File: src/rtl/perm_oser_pkg.sv
// Shared types and constants for the Keccak permutation output serialiser.
package perm_oser_pkg;

  typedef enum logic [2:0] {
    IDLE = 3'd0,
    HDR  = 3'd1,
    DST  = 3'd2,
    LEN  = 3'd3,
    DATA = 3'd4,
    CHK  = 3'd5
  } oser_st_t;

  localparam logic [7:0] NOC_IDLE_BYTE  = 8'h00;
  localparam int         BYTES_PER_WORD = 8;

  // One buffered result word plus its frame-start marker.
  typedef struct packed {
    logic        first;
    logic [63:0] d;
  } fifo_ent_t;

endpackage

File: src/rtl/perm_oser_fifo.sv
// Single-clock word FIFO; the head entry is visible combinationally on dout.
module perm_oser_fifo
  import perm_oser_pkg::*;
#(
  parameter  int DEPTH = 32,
  localparam int CW    = $clog2(DEPTH + 1)
) (
  input  logic          clk,
  input  logic          reset,
  input  logic          push,
  input  logic          pop,
  input  fifo_ent_t     din,
  output fifo_ent_t     dout,
  output logic [CW-1:0] count,
  output logic          full,
  output logic          empty
);

  localparam int AW = (DEPTH > 1) ? $clog2(DEPTH) : 1;

  fifo_ent_t     r_mem [DEPTH];
  logic [AW-1:0] r_wr;
  logic [AW-1:0] r_rd;
  logic [CW-1:0] r_count;
  logic          w_push;
  logic          w_pop;

  assign full   = (r_count == CW'(DEPTH));
  assign empty  = (r_count == '0);
  assign count  = r_count;
  assign dout   = r_mem[r_rd];
  assign w_push = push && !full;
  assign w_pop  = pop && !empty;

  // Storage write.
  // NOTE: the storage array is deliberately not reset; only pointers and count define validity.
  always_ff @(posedge clk) begin
    if (w_push) r_mem[r_wr] <= din;
  end

  // Pointer and occupancy tracking; simultaneous push and pop leaves count unchanged.
  always_ff @(posedge clk) begin
    if (reset) begin
      r_wr    <= '0;
      r_rd    <= '0;
      r_count <= '0;
    end else begin
      if (w_push) r_wr <= (r_wr == AW'(DEPTH - 1)) ? '0 : r_wr + AW'(1);
      if (w_pop)  r_rd <= (r_rd == AW'(DEPTH - 1)) ? '0 : r_rd + AW'(1);
      case ({w_push, w_pop})
        2'b10:   r_count <= r_count + CW'(1);
        2'b01:   r_count <= r_count - CW'(1);
        default: r_count <= r_count;
      endcase
    end
  end

endmodule

File: src/rtl/perm_out_ser.sv
// Keccak permutation output serialiser: buffers 64-bit result words and sends each
// complete frame as one NOC packet (header, dest, length, little-endian data bytes).
// Optional trailing XOR checksum byte is enabled by defining PERM_OSER_CHKSUM_EN.
module perm_out_ser
  import perm_oser_pkg::*;
#(
  parameter int         WORDS    = 25,
  parameter int         DEPTH    = 32,
  parameter logic [7:0] HDR_CODE = 8'h05
) (
  input  logic        clk,
  input  logic        reset,
  input  logic        pushin,
  input  logic        firstin,
  input  logic [63:0] din,
  output logic        stopin,
  input  logic [7:0]  dest_id,
  output logic        noc_from_dev_ctl,
  output logic [7:0]  noc_from_dev_data,
  output logic        err_ovf,
  output logic        err_sync
);

  localparam int         CW       = $clog2(DEPTH + 1);
  localparam logic [7:0] LEN_BYTE = 8'(WORDS * BYTES_PER_WORD);

  oser_st_t      r_state;
  oser_st_t      w_next;
  fifo_ent_t     w_fifo_din;
  fifo_ent_t     w_head;
  logic [CW-1:0] w_count;
  logic          w_full;
  logic          w_empty;
  logic          w_push;
  logic          w_pop;
  logic          w_ready;
  logic          w_sync_drop;
  logic          w_last_byte;
  logic          w_last_word;
  logic          w_ctl;
  logic [7:0]    w_data;
  logic [2:0]    r_byte;
  logic [4:0]    r_word;
  logic [7:0]    r_dest;
  logic          r_ctl;
  logic [7:0]    r_data;
  logic          r_err_ovf;
  logic          r_err_sync;
`ifdef PERM_OSER_CHKSUM_EN
  logic [7:0]    r_chk;
`endif

  assign stopin     = w_full;
  assign w_push     = pushin && !stopin;
  assign w_fifo_din = '{first: firstin, d: din};

  perm_oser_fifo #(.DEPTH(DEPTH)) u_fifo (
    .clk   (clk),
    .reset (reset),
    .push  (w_push),
    .pop   (w_pop),
    .din   (w_fifo_din),
    .dout  (w_head),
    .count (w_count),
    .full  (w_full),
    .empty (w_empty)
  );

  assign w_ready     = !w_empty && w_head.first && (w_count >= CW'(WORDS));
  assign w_last_byte = (r_byte == 3'd7);
  assign w_last_word = (r_word == 5'(WORDS - 1));

  // State register.
  // NOTE: sequential state uses non-blocking assignments so every flop samples pre-edge values.
  always_ff @(posedge clk) begin
    if (reset) r_state <= IDLE;
    else       r_state <= w_next;
  end

  // Next-state decode.
  // NOTE: every comb output gets a default first so no path leaves it unassigned (no latch).
  always_comb begin
    w_next = r_state;
    case (r_state)
      IDLE: if (w_ready) w_next = HDR;
      HDR:  w_next = DST;
      DST:  w_next = LEN;
      LEN:  w_next = DATA;
      DATA: begin
        if (w_last_byte && w_last_word) begin
`ifdef PERM_OSER_CHKSUM_EN
          w_next = CHK;
`else
          w_next = IDLE;
`endif
        end
      end
`ifdef PERM_OSER_CHKSUM_EN
      CHK:  w_next = IDLE;
`endif
      default: w_next = IDLE;
    endcase
  end

  // Per-state byte mux and FIFO pop control.
  always_comb begin
    w_ctl       = 1'b1;
    w_data      = NOC_IDLE_BYTE;
    w_pop       = 1'b0;
    w_sync_drop = 1'b0;
    case (r_state)
      IDLE: begin
        // A head without the frame marker can never start a packet: discard it.
        if (!w_empty && !w_head.first) begin
          w_pop       = 1'b1;
          w_sync_drop = 1'b1;
        end
      end
      HDR: begin
        w_ctl  = 1'b1;
        w_data = HDR_CODE;
      end
      DST: begin
        w_ctl  = 1'b0;
        w_data = r_dest;
      end
      LEN: begin
        w_ctl  = 1'b0;
        w_data = LEN_BYTE;
      end
      DATA: begin
        w_ctl  = 1'b0;
        w_data = w_head.d[{r_byte, 3'b000} +: 8];
        w_pop  = w_last_byte;
      end
`ifdef PERM_OSER_CHKSUM_EN
      CHK: begin
        w_ctl  = 1'b0;
        w_data = r_chk;
      end
`endif
      default: begin
        w_ctl  = 1'b1;
        w_data = NOC_IDLE_BYTE;
      end
    endcase
  end

  // Byte and word counters, active only while streaming DATA.
  always_ff @(posedge clk) begin
    if (reset || r_state != DATA) begin
      r_byte <= '0;
      r_word <= '0;
    end else begin
      r_byte <= r_byte + 3'd1;
      if (w_last_byte) r_word <= r_word + 5'd1;
    end
  end

  // Destination id captured during the header cycle for the following DST byte.
  always_ff @(posedge clk) begin
    if (reset)                r_dest <= '0;
    else if (r_state == HDR)  r_dest <= dest_id;
  end

`ifdef PERM_OSER_CHKSUM_EN
  // XOR of all data bytes of the current packet.
  always_ff @(posedge clk) begin
    if (reset || r_state == HDR) r_chk <= '0;
    else if (r_state == DATA)    r_chk <= r_chk ^ w_data;
  end
`endif

  // Registered NOC outputs; reset drives the idle pattern.
  always_ff @(posedge clk) begin
    if (reset) begin
      r_ctl  <= 1'b1;
      r_data <= NOC_IDLE_BYTE;
    end else begin
      r_ctl  <= w_ctl;
      r_data <= w_data;
    end
  end

  // Sticky error flags, cleared only by reset.
  always_ff @(posedge clk) begin
    if (reset) begin
      r_err_ovf  <= 1'b0;
      r_err_sync <= 1'b0;
    end else begin
      if (pushin && stopin) r_err_ovf  <= 1'b1;
      if (w_sync_drop)      r_err_sync <= 1'b1;
    end
  end

  assign noc_from_dev_ctl  = r_ctl;
  assign noc_from_dev_data = r_data;
  assign err_ovf           = r_err_ovf;
  assign err_sync          = r_err_sync;

endmodule
File: config.mk
export PLATFORM = sky130hd
export DESIGN_NAME = perm_out_ser
export DESIGN_NICKNAME = d
export VERILOG_FILES = /design/src/rtl/perm_oser_pkg.sv /design/src/rtl/perm_oser_fifo.sv /design/src/rtl/perm_out_ser.sv
export SDC_FILE = /design/constraint.sdc
export NUM_CORES = 2
export LEC_CHECK = 0
export ABC_AREA = 1
export BUFFER_PORTS_ARGS = -buffer_cell sky130_fd_sc_hd__buf_2
export CORE_MARGIN = 3
export CORE_UTILIZATION = 55
export CTS_CLUSTER_DIAMETER = 120
export DETAILED_ROUTE_END_ITERATION = 10
export HOLD_SLACK_MARGIN = 0.05
export PLACE_DENSITY_LB_ADDON = 0.08
export SLEW_MARGIN = 10
export SYNTH_ARGS = -nofsm -noshare
export SYNTH_HDL_FRONTEND = slang
export SYNTH_SLANG_ARGS = --single-unit
File: constraint.sdc
create_clock -name clk -period 13.03 [get_ports clk]
set_input_delay 0.6515 -clock clk [delete_from_list [all_inputs] [get_ports clk]]
set_output_delay 0.6515 -clock clk [all_outputs]
set_load 0.01 [all_outputs]
==> impl_results.md <==
- Outcome: complete, no violations
- CP startpoint kind: register
- Clock power share: 35.2%
- Most common cell in the netlist: nand2_1
- Power share of the sequential group: 46.4%
- Netlist Area Pre-Place: 85700 um2
- Final antenna-violating net count: 0
- Worst Max-Slew Pin Slew: 1260 ps
- Final Skew: 38.0 ps
- Syn_nets: 7094
- Hold WC Path Type: primary input to register
- WP data required: 13760 ps
- List of most frequent post-synthesis cells: 2086 x nand2_1, 2080 x edfxtp_1, 2068 x nand3_1, 242 x buf_2, 84 x nor2_1
- CTS clock-pin slew for the worst setup and hold paths: 60 ps
- Total Routing Usage GR: 30.6%
- Ranking of synthesized cells by area: edfxtp_1 73%, nand3_1 12%, nand2_1 9.1%, buf_2 1.4%, dfxtp_1 1.2%
- Switch Pwr: 4.87 mW
- Row count: 144
- MaxCap Viol Count: 0
- Vias: 56300
- Final Max Tran Viols: 0
- Bufs and invs on worst path: 2
- Kind of cell adding the most delay to the critical path: buffers and inverters
- Ratio of final minimum period to clock period: 40.5%
- CTS tree: yes
- Final setup fails: 0
- Post-CTS setup buffers: 0
- RSZ-0062 raised after global routing: false
- Largest net degree at the start of global routing: 238
- Post-CTS Resized: 0
- Final Hold Viols: 0
- Multi-input logic area: 19500 um2
- Clock Tree Buf Depth: 3
- I/O pins: 88
- Setup TNS: 0 ps
- # fillers: 12000
- Cell area after placement: 87200 um2
- DRC errors left: 0
- Sequence of cells on the critical path: buf_4, buf_4, o21ai_0, o22ai_1, nand2_1, nand3_1, nand3_1, nand4_2, nand2_2, ha_1, ha_1, a21oi_1, and2_1, o21bai_1, a21oi_1, o21ai_0, a21o_1, o21ai_0, a21oi_1
- Crit path max fanout: 60
- Clock Latency Late Sink: 850 ps
- Post-synthesis sequential area ratio: 74.0%
- Max IR drop VDD: 0.172 mV
- Core Region: 154000 um2
- TritonCTS Sinks: 2131
- FF+latch count, synth: 2131
- Flop2flop setup slack: 7750 ps
- Total of warnings raised by yosys: 0
- Max frequency: 189 MHz
- Crit path to: u_fifo.count[5]
- P per Cell Area: 177 nW/um2
- Share of cells above drive strength 1: 7.44%
- Starting Density: 55.5%
- GRT Residual Overflow: 0
- Vias in the first global route: 52500
- I/O Buffers: 87
- Die H: 401 um
- Reg2Reg Depth: 19
- Mean Syn Cell Area: 12.2 um2
- Internal: 11.8 mW
- Final instance area: 93900 um2
- Synth top area share: 72.9%
- Number of cells on the critical path: 19
- Wire length reported by the detailed router: 250 mm
- Critical Path Slowest Stage Cell: dfxtp_4
- Die X: 401 um
- GPL Wtd Cong: 0.809
- Num CTS Buffers: 214
- HPWL Detailed: 115 mm
- Routed length per instance: 27.2 um
- Sw Share: 29.3%
- Final nets: 7061
- Slew HR: 16.0%
- Critical path class: register to register
- Cells after synthesis: 7001
- Slowest stage delay, CP: 800 ps
- Netlist cell types: 33
- Comb pwr share: 18.5%
- Synth area leader: edfxtp_1
- Vias per cell: 6.13
- EDFF count, synth: 2080
- Die ar.: 161000 um2
- Initial DRC Count: 7775
- H-tree levels: 4
- Area growth from synthesis to layout: 9.56%
- First-pass GRT wire length: 361 mm
- Initial antenna violation count: 19
- DRT Pass-1 Iters: 5
- CP Data Arrival Time: 6010 ps
- CP Capture Type: register
- R2r endpoint: u_fifo.count[5]
- FFs w/ async S/R, synth: 0%
- Register Area: 63500 um2
- CTS Root Cell: clkbuf_16
- Crit path time final: 5280 ps
- Leakage: 32.5 nW
- Most used DFF post-synth: edfxtp_1
## flip-flops by register name (all words and copies together), names as in the netlist, named ones only
| register | cells |
|---|---|
| u_fifo.r_mem | 2080 |
| noc_from_dev_data | 8 |
| r_dest | 8 |
| u_fifo.count | 6 |
| r_word | 5 |
| u_fifo.r_rd | 5 |
| u_fifo.r_wr | 5 |
| r_byte | 3 |
| r_state | 3 |
| err_ovf | 1 |
| err_sync | 1 |
| noc_from_dev_ctl | 1 |
## routing by layer
metal	track usage (%)	vias up	part of all wire (%)
li1	-	25000	-
met1	42.5	27900	40
met2	49.4	2899	47
met3	5.13	480	9.0
met4	10.5	10	3.4
met5	0	-	0.022
## through the flow
| stage | hold slack [ps] | power, mW | cells | util [%] | worst slack, ps |
|---|---|---|---|---|---|
| after floorplan | 421 | 10.2 | 7001 | - | 8670 |
| after global placement | 440 | 10.9 | 8787 | 56.5 | 7740 |
| after detailed placement | 466 | 10.9 | 8787 | 56.5 | 7860 |
| after CTS | 215 | 16.7 | 9180 | 60.8 | 7860 |
| after global routing | 288 | 17.3 | 9182 | 60.8 | 7400 |
| final | 271 | 16.7 | 9188 | 60.8 | 7750 |
## power by group through the flow
stage,combinational [mW],sequential [mW],clock (mW)
2_1_floorplan,2.34,7.82,0
3_3_place_gp,3.01,7.86,0
3_5_place_dp,3.04,7.87,0
4_1_cts,3.05,7.72,5.92
5_1_grt,3.40,7.73,6.19
6_report,3.08,7.72,5.86
## layout by cell type (no fill, tap or decap), drive strengths merged, types with 2 or more instances in the layout
cell type    instances
nand2             2087
edfxtp            2080
nand3             2068
clkbuf             266
buf                206
clkinv              99
nor2                84
inv                 54
dfxtp               51
o21ai               39
a21oi               38
ha                  16
bufinv              11
dlygate4sd3          9
diode                8
nor3                 6
o22ai                5
nand4                4
xnor2                3
o21a                 2
## cell families after synthesis
family / Yosys count / synth area share, %
and+or+nand+nor: 4250 / 21.7
buffers and inverters: 510 / 3.45
AOI/OAI and AO/OA: 89 / 0.547
xor gates and xnor gates: 4 / 0.0409
DFF: 2131 / 74.0
adders and majority gates: 17 / 0.257
## layout make-up
type	instances	area share (%)
Antenna cell	8	0.0213
Clock buffer	266	6.01
Clock inverter	118	1.00
Inverter	46	0.229
Multi-Input combinational cell	4360	20.8
Sequential cell	2131	67.6
Tap cell	2044	2.72
Timing Repair Buffer	215	1.62
## repair_timing
item	CTS	global route
hold endpoints to repair	9	0
hold buffers	9	0
setup endpoints to repair	0	0
## how the worst min path moves through the flow
stage                   start                   end  slack (ps)  depth (start not counted)
finish                  reset               err_ovf         270                          2
global route          din[24]  u_fifo.r_mem[20][24]         290                          1
CTS                     reset               err_ovf         220                          2
detailed placement    err_ovf               err_ovf         470                          2
global placement    r_word[4]             r_word[4]         440                          1
floorplan           r_word[4]             r_word[4]         420                          1
(Power assumes the default switching activity.)
